[config.mk]
export PLATFORM = sky130hd
export DESIGN_NAME = load_store_unit_flat
export DESIGN_NICKNAME = d
export VERILOG_FILES = /design/src/rtl/load_store_unit_if.sv /design/src/rtl/load_store_unit.sv /design/src/flat_wrapper.sv
export SDC_FILE = /design/constraint.sdc
export NUM_CORES = 1
export LEC_CHECK = 0
export BUFFER_PORTS_ARGS = -buffer_cell sky130_fd_sc_hd__clkbuf_2
export CAP_MARGIN = 20
export CORE_MARGIN = 3
export CORE_UTILIZATION = 35
export CTS_CLUSTER_DIAMETER = 60
export DETAILED_ROUTE_END_ITERATION = 6
export SETUP_SLACK_MARGIN = 0.2
export SYNTH_ARGS = -nofsm -noshare
export SYNTH_HDL_FRONTEND = slang
export SYNTH_SLANG_ARGS = --single-unit
export TNS_END_PERCENT = 100
[constraint.sdc]
create_clock -name clk -period 3.95 [get_ports clk]
set_input_delay 0.5925 -clock clk [delete_from_list [all_inputs] [get_ports clk]]
set_output_delay 0.5925 -clock clk [all_outputs]
set_load 0.02 [all_outputs]
[src/rtl/load_store_unit_if.sv]
// Execute-stage request/response handshake plus the data-memory port of the
// load/store unit, bundled so both sides see one consistent signal set.
interface load_store_unit_if;
    logic        req_valid;
    logic        req_ready;
    logic        req_write;
    logic        req_byte;
    logic        req_signed;
    logic [15:0] req_addr;
    logic [15:0] req_wdata;
    logic        resp_valid;
    logic [15:0] resp_rdata;
    logic        resp_fault;
    logic        mem_write;
    logic [15:0] mem_addr;
    logic [15:0] mem_wdata;
    logic [15:0] mem_rdata;

    // slave = the load/store unit; master = requester plus memory
    modport slave (
        input  req_valid, req_write, req_byte, req_signed, req_addr, req_wdata,
        output req_ready, resp_valid, resp_rdata, resp_fault,
        output mem_write, mem_addr, mem_wdata,
        input  mem_rdata
    );

    modport master (
        output req_valid, req_write, req_byte, req_signed, req_addr, req_wdata,
        input  req_ready, resp_valid, resp_rdata, resp_fault,
        input  mem_write, mem_addr, mem_wdata,
        output mem_rdata
    );
endinterface

[src/rtl/load_store_unit.sv]
// One-at-a-time load/store sequencer for a 16-bit word memory with a
// registered 1-cycle read; byte stores become read-modify-write.
module load_store_unit #(
    parameter int unsigned MEM_BYTES = 8192
) (
    input  logic              clk,
    input  logic              rst_n,
    load_store_unit_if.slave  bus
);

    typedef enum logic [2:0] {IDLE, READ, RDATA, WRITE, RESP} state_t;

    typedef struct packed {
        logic        write;
        logic        is_byte;
        logic        sgn;
        logic [15:0] addr;
    } req_t;

    state_t      state_q, state_d;
    req_t        req_q;
    logic [15:0] wdata_q;
    logic [15:0] rdata_q;
    logic        fault_q;

    logic        accept;
    logic        fault_in;
    logic [7:0]  sel_byte;
    logic [15:0] load_res;
    logic [15:0] merged;

    assign accept   = bus.req_valid && (state_q == IDLE);
    assign fault_in = (32'(bus.req_addr) >= MEM_BYTES) ||
                      (!bus.req_byte && bus.req_addr[0]);

    // wdata_q still holds the captured store data when the read word arrives
    assign sel_byte = req_q.addr[0] ? bus.mem_rdata[15:8] : bus.mem_rdata[7:0];
    assign load_res = !req_q.is_byte ? bus.mem_rdata :
                      {(req_q.sgn ? {8{sel_byte[7]}} : 8'h00), sel_byte};
    assign merged   = req_q.addr[0] ? {wdata_q[7:0], bus.mem_rdata[7:0]}
                                    : {bus.mem_rdata[15:8], wdata_q[7:0]};

    always_comb begin
        state_d = state_q;
        case (state_q)
            IDLE: begin
                if (accept) begin
                    if (fault_in)
                        state_d = RESP;
                    else if (bus.req_write && !bus.req_byte)
                        state_d = WRITE;
                    else
                        state_d = READ;
                end
            end
            READ:    state_d = RDATA;
            RDATA:   state_d = req_q.write ? WRITE : RESP;
            WRITE:   state_d = RESP;
            RESP:    state_d = IDLE;
            default: state_d = IDLE;
        endcase
    end

    always_ff @(posedge clk) begin
        if (!rst_n) begin
            state_q <= IDLE;
            req_q   <= '0;
            wdata_q <= '0;
            rdata_q <= '0;
            fault_q <= 1'b0;
        end else begin
            state_q <= state_d;
            if (accept) begin
                req_q.write   <= bus.req_write;
                req_q.is_byte <= bus.req_byte;
                req_q.sgn     <= bus.req_signed;
                req_q.addr    <= bus.req_addr;
                wdata_q       <= bus.req_wdata;
                rdata_q       <= '0;
                fault_q       <= fault_in;
            end
            if (state_q == RDATA) begin
                if (req_q.write)
                    wdata_q <= merged;
                else
                    rdata_q <= load_res;
            end
        end
    end

    assign bus.req_ready  = (state_q == IDLE);
    assign bus.resp_valid = (state_q == RESP);
    assign bus.resp_rdata = rdata_q;
    assign bus.resp_fault = fault_q;

    // Gating with rst_n keeps a reset edge during WRITE from committing a store
    assign bus.mem_write  = (state_q == WRITE) && rst_n;
    assign bus.mem_addr   = req_q.addr;
    assign bus.mem_wdata  = wdata_q;

endmodule

[src/flat_wrapper.sv]
// flat-port wrapper written by rule: the top's interface ports become plain ports
module load_store_unit_flat 
#(
    parameter int unsigned MEM_BYTES = 8192
)
  (clk, rst_n, bus_req_valid, bus_req_write, bus_req_byte, bus_req_signed, bus_req_addr, bus_req_wdata, bus_req_ready, bus_resp_valid, bus_resp_rdata, bus_resp_fault, bus_mem_write, bus_mem_addr, bus_mem_wdata, bus_mem_rdata);
  load_store_unit_if bus_i ();
  input  logic clk;
  input  logic rst_n;
  input wire logic [$bits(bus_i.req_valid)-1:0] bus_req_valid;
  input wire logic [$bits(bus_i.req_write)-1:0] bus_req_write;
  input wire logic [$bits(bus_i.req_byte)-1:0] bus_req_byte;
  input wire logic [$bits(bus_i.req_signed)-1:0] bus_req_signed;
  input wire logic [$bits(bus_i.req_addr)-1:0] bus_req_addr;
  input wire logic [$bits(bus_i.req_wdata)-1:0] bus_req_wdata;
  output wire logic [$bits(bus_i.req_ready)-1:0] bus_req_ready;
  output wire logic [$bits(bus_i.resp_valid)-1:0] bus_resp_valid;
  output wire logic [$bits(bus_i.resp_rdata)-1:0] bus_resp_rdata;
  output wire logic [$bits(bus_i.resp_fault)-1:0] bus_resp_fault;
  output wire logic [$bits(bus_i.mem_write)-1:0] bus_mem_write;
  output wire logic [$bits(bus_i.mem_addr)-1:0] bus_mem_addr;
  output wire logic [$bits(bus_i.mem_wdata)-1:0] bus_mem_wdata;
  input wire logic [$bits(bus_i.mem_rdata)-1:0] bus_mem_rdata;
  assign bus_i.req_valid = bus_req_valid;
  assign bus_i.req_write = bus_req_write;
  assign bus_i.req_byte = bus_req_byte;
  assign bus_i.req_signed = bus_req_signed;
  assign bus_i.req_addr = bus_req_addr;
  assign bus_i.req_wdata = bus_req_wdata;
  assign bus_req_ready = bus_i.req_ready;
  assign bus_resp_valid = bus_i.resp_valid;
  assign bus_resp_rdata = bus_i.resp_rdata;
  assign bus_resp_fault = bus_i.resp_fault;
  assign bus_mem_write = bus_i.mem_write;
  assign bus_mem_addr = bus_i.mem_addr;
  assign bus_mem_wdata = bus_i.mem_wdata;
  assign bus_i.mem_rdata = bus_mem_rdata;
  load_store_unit #(.MEM_BYTES(MEM_BYTES)) u_core (.clk(clk), .rst_n(rst_n), .bus(bus_i));
endmodule
# Yosys cells after proc, flatten, opt, wreduce, memory -nomap -nowiden
# Index checks and enable logic that the tools add are counted.
totals:
  ff_bits: 55
  in_bits: 54
op_classes:
  n_mux: 15
  order_cmp: 1
  n_reduce_logical: 7
  n_eq_ne: 6
ops:
  columns: ["cell", "n"]
  rows:
  - ["two-way mux 16 bit", 8]
  - ["greater-or-equal comparator 16 x 14 -> 1 bit (second input constant)", 1]
  - ["two-way mux 8 bit", 2]
  - ["one-hot mux 3 bit (4 select lines)", 1]
  - ["two-way mux 3 bit", 3]
  - ["== test 3 x 2 -> 1 bit (second input constant)", 2]
  - ["logical AND 1 bit", 4]
  - ["== test 3 x 1 -> 1 bit (second input constant)", 1]
  - ["== test 3 bit (second input constant)", 1]
  - ["zero test 3 bit", 1]
  - ["inequality test 3 bit (second input constant)", 1]
  - ["two-way mux 2 bit", 1]
  - ["inequality test 2 x 1 -> 1 bit (second input constant)", 1]
  - ["zero test 1 bit", 1]
  - ["logical OR 1 bit", 1]

# Longest topological paths before layout
depth:
  ltp_word: 6
  mapped_depth: 6
  depth_no_buf: 3

# Least setup slack after synthesis
# OpenSTA, ideal clock, no wires.
synth_timing:
  kind: "reg-to-output"
  start: "register u_core.state_q[0]"
  end: "output port bus_req_ready"
  n_path_buf: 1
  path_stages_with_launch: 3
  arrival_ps: 1077
  setup_slack_ps: 2281
  cell_sequence: "dfxtp_1 -> buf_6 -> nor3_1"
synth_via:
  elab_chain_len: 1
synth_rtl:
  columns: ["element", "line_no", "rtl"]
  rows:
  - ["start: declaration", "load_store_unit.sv:20", "state_t state_q, state_d;"]
  - ["start signal: assignment", "load_store_unit.sv:72", "state_q <= state_d;"]
  - ["zero test 3 bit", "load_store_unit.sv:91", "assign bus.req_ready = (state_q == IDLE);"]
  - ["end: declaration", "flat_wrapper.sv:16", "output wire logic [$bits(bus_i.req_ready)-1:0] bus_req_ready;"]
# Every way passes these cells.

# Worst setup path after layout
layout_timing:
  start: "register u_core.state_q[0]"
  end: "register u_core.rdata_q[13], in the netlist u_core.bus.resp_rdata[13]"
layout_via:
  elab_chain_len: 5
layout_rtl:
  columns: ["element", "line_no", "rtl"]
  rows:
  - ["zero test 3 bit", "load_store_unit.sv:32", "assign accept = bus.req_valid && (state_q == IDLE);"]
  - ["logical AND 1 bit", "load_store_unit.sv:32", null]
  - ["two-way mux 16 bit", "load_store_unit.sv:73", "if (accept) begin"]
  - ["two-way mux 16 bit", "load_store_unit.sv:83", "if (req_q.write)"]
  - ["two-way mux 16 bit (*)", "load_store_unit.sv:82", "if (state_q == RDATA) begin"]
  - ["end signal: assignment", "load_store_unit.sv:86", "rdata_q <= load_res;"]
  - ["end: declaration", "load_store_unit.sv:23", "logic [15:0] rdata_q;"]
# Every way passes the cells marked *; elsewhere a longest branch is shown, timed or not.
# A chain may end at the register's enable or synchronous reset.

==> flow_metrics.tcl <==
set metrics [dict create \
    async_reset_ff_share_pct 0 \
    clkSlewWorstSetupHoldPaths_ns 0.10 \
    die_w_um 93.4 \
    post-synth-top-area-cell "dfxtp_1" \
    core.rowCount 31 \
    wire_per_inst_um 14.6 \
    cts_buffers 5 \
    p_int_uw 805 \
    vdd_drop_max_uv 196 \
    synth_most_common_cell "nand2_1" \
    p_switching_uw 320 \
    via_count 2506 \
    drc 0 \
    period_minus_slack_ns 1.99 \
    drt_iter0_markers 120 \
    grt_usage_pct 15.8 \
    startpoint_type "flop" \
    cts_resized 0 \
    synth_cells 320 \
    yosys-top-cells-area "dfxtp_1, nand2_1, a21oi_1, mux2_2, buf_4" \
    tritoncts "done" \
    synthFlopType "dfxtp_1" \
    tightestPinTransition_ns 0.731 \
    die_y_um 93.4 \
    first_global_vias 2218 \
    holdCritPathClass "reg -> reg" \
    synthTopCellsByCount "nand2_1, dfxtp_1, a21oi_1" \
    pwr-share-seq_pct 53.6 \
    synth_edf_count 0 \
    routed_wl_um 7190 \
    core_um2 7330 \
    ant_nets 0 \
    skew_ns 0.00688 \
    grt_setup_unrepaired "no" \
    ios 106 \
    ys_seq_area_share_pct 41.2 \
    cts_buffer_depth 2 \
    syn_area_per_cell_um2 8.35 \
    crit_path_end_kind "flop" \
    cp_slowest_cell "or4b_2" \
    slew_headroom_pct 51.2 \
    dieArea_um2 8720 \
    post_cts_buffers 0 \
    synth_seq_cells 55 \
    path_cells "or4b_2 -> buf_12 -> a21oi_1 -> a311oi_1" \
    syn2layout_area_growth_pct 21.0 \
    crit_family "simple AND/OR/NAND/NOR gates" \
    critPathKind "reg -> reg" \
    cpPeakStageDelay_ns 0.90 \
    insertion_delay_ns 0.30 \
    tns_ns 0 \
    antennaDiodeCount 0 \
    outcome "complete, no violations" \
    maxCapViolations 0 \
    leakagePower_nw 1.38 \
    period_share_pct 50.3 \
    synthesis.nets 374 \
    dp.final_hpwl_um 4900 \
    syn_area_um2 2670 \
    grt_max_degree 52 \
    grt_pass1_wl_um 11100 \
    synth.distinct_cells 32 \
    grt-ovfl-total 0 \
    cp_max_fo 41 \
    fin_worst_hold_slack_ns 0.458 \
    share_comb_of_total_power_pct 17.6 \
    setup_violations 0 \
    htreeDepth 2 \
    yosys_warnings 0 \
    clkSinkCount 55 \
    power.share.clock_pct 28.8 \
    fillCellCount 760 \
    place_congestion 0.755 \
    cp.required_ns 4.13 \
    synth.top_cell.area_share_pct 41.2 \
    drt_first_pass_iters 4 \
    cts_root_buf "clkbuf_8" \
    max_freq_mhz 503 \
    p_sw_share_pct 28.5 \
    ctsHoldBuffers 0 \
    antenna_found_initial 0 \
    fin_nets 447 \
    maxSlewViolCount 0 \
    critPathArrivalTime_ns 2.17 \
    finalHoldViolCount 0 \
    drive_gt1_share_pct 34.5 \
    start_util_pct 36.4 \
    final_core_util_pct 44.1 \
    crit_buf_inv 1 \
    placement.io_buffers 105 \
    vias_per_cell 5.08 \
    power_density_nw_per_um2 348 \
]
-- placed cells by master (no fill, tap or decap), drive strengths merged --
master / n
o211ai: 5
a311oi: 9
o31ai: 1
or2b: 1
nand4bb: 1
nand4: 1
nand2b: 9
inv: 3
a32oi: 5
mux2: 12
and3: 9
nor4b: 2
nand3: 10
clkinv: 1
nor3: 2
and4bb: 1
or4b: 2
nor3b: 1
buf: 6
clkbuf: 112
nor2b: 2
a21boi: 8
dfxtp: 55
o21ai: 20
a31oi: 12
nand2: 60
a21oi: 42
nor2: 1
a211o: 1
-- through the flow --
step | power [mW] | cells | area, um2 | setup WS (ns)
2_1_floorplan | 0.750 | 320 | 2670 | 2.28
3_3_place_gp | 0.805 | 481 | 3060 | 1.62
3_5_place_dp | 0.807 | 481 | 3060 | 1.58
4_1_cts | 1.13 | 489 | 3160 | 1.61
5_1_grt | 1.19 | 493 | 3230 | 1.85
6_report | 1.13 | 493 | 3230 | 1.96
-- cell families (layout without fill, tap and decap cells) --
kind of cell,Yosys count,after routing,synth area share (%)
AOI/OAI and AO/OA,103,103,23.3
and+or+nand+nor,102,102,19.8
DFF,55,55,41.2
buffers and inverters,48,122,10.6
muxes,12,12,5.06
-- cell type report --
class	count	area [um2]	share of cell area, %
Tap cell	99	124	3.83
Timing Repair Buffer	111	614	19.0
Inverter	3	11.3	0.348
Multi-Input combinational cell	217	1290	39.8
Clock inverter	1	8.76	0.271
Clock buffer	7	86.3	2.67
Sequential cell	55	1100	34.1
-- state kept, by name, summed over array words and instances, names as in the netlist --
name	cells
u_core.bus.mem_addr	16
u_core.bus.mem_wdata	16
u_core.bus.resp_fault	1
u_core.bus.resp_rdata	16
u_core.req_q	3
u_core.state_q	3
-- final timing paths --
path,from,to,slack [ns],depth (start not counted)
setup / recovery,u_core.state_q[0]$_SDFFE_PN0P_,u_core.bus.resp_rdata[13]$_SDFF_PN0_,1.96,4
hold / removal,u_core.bus.mem_addr[7]$_SDFFE_PN0P_,u_core.bus.mem_addr[7]$_SDFFE_PN0P_,0.46,2
setup reg to reg,u_core.state_q[0]$_SDFFE_PN0P_,u_core.bus.resp_rdata[13]$_SDFF_PN0_,1.96,4
hold reg to reg,u_core.bus.mem_addr[7]$_SDFFE_PN0P_,u_core.bus.mem_addr[7]$_SDFFE_PN0P_,0.46,2
-- routing by layer --
layer	wire, um	vias to the layer above	GRT usage [%]
li1	-	1264	-
met1	3300	1165	21.5
met2	3370	75	25.6
met3	489	2	3.22
met4	28	0	3.79
met5	0	-	0
-- power groups by stage --
stage	combinational [mW]	clock (mW)	sequential, mW
3_5_place_dp	0.188	0	0.620
6_report	0.198	0.324	0.603
2_1_floorplan	0.130	0	0.620
3_3_place_gp	0.186	0	0.619
5_1_grt	0.218	0.364	0.607
4_1_cts	0.188	0.339	0.607
-- worst reg2reg max path: stages (launching register included) --
cell and delay, ns:
dfxtp_1 0.46, or4b_2 0.91, buf_12 0.26, a21oi_1 0.19
a311oi_1 0.06
Note: power is estimated with default switching activity, not from simulation.
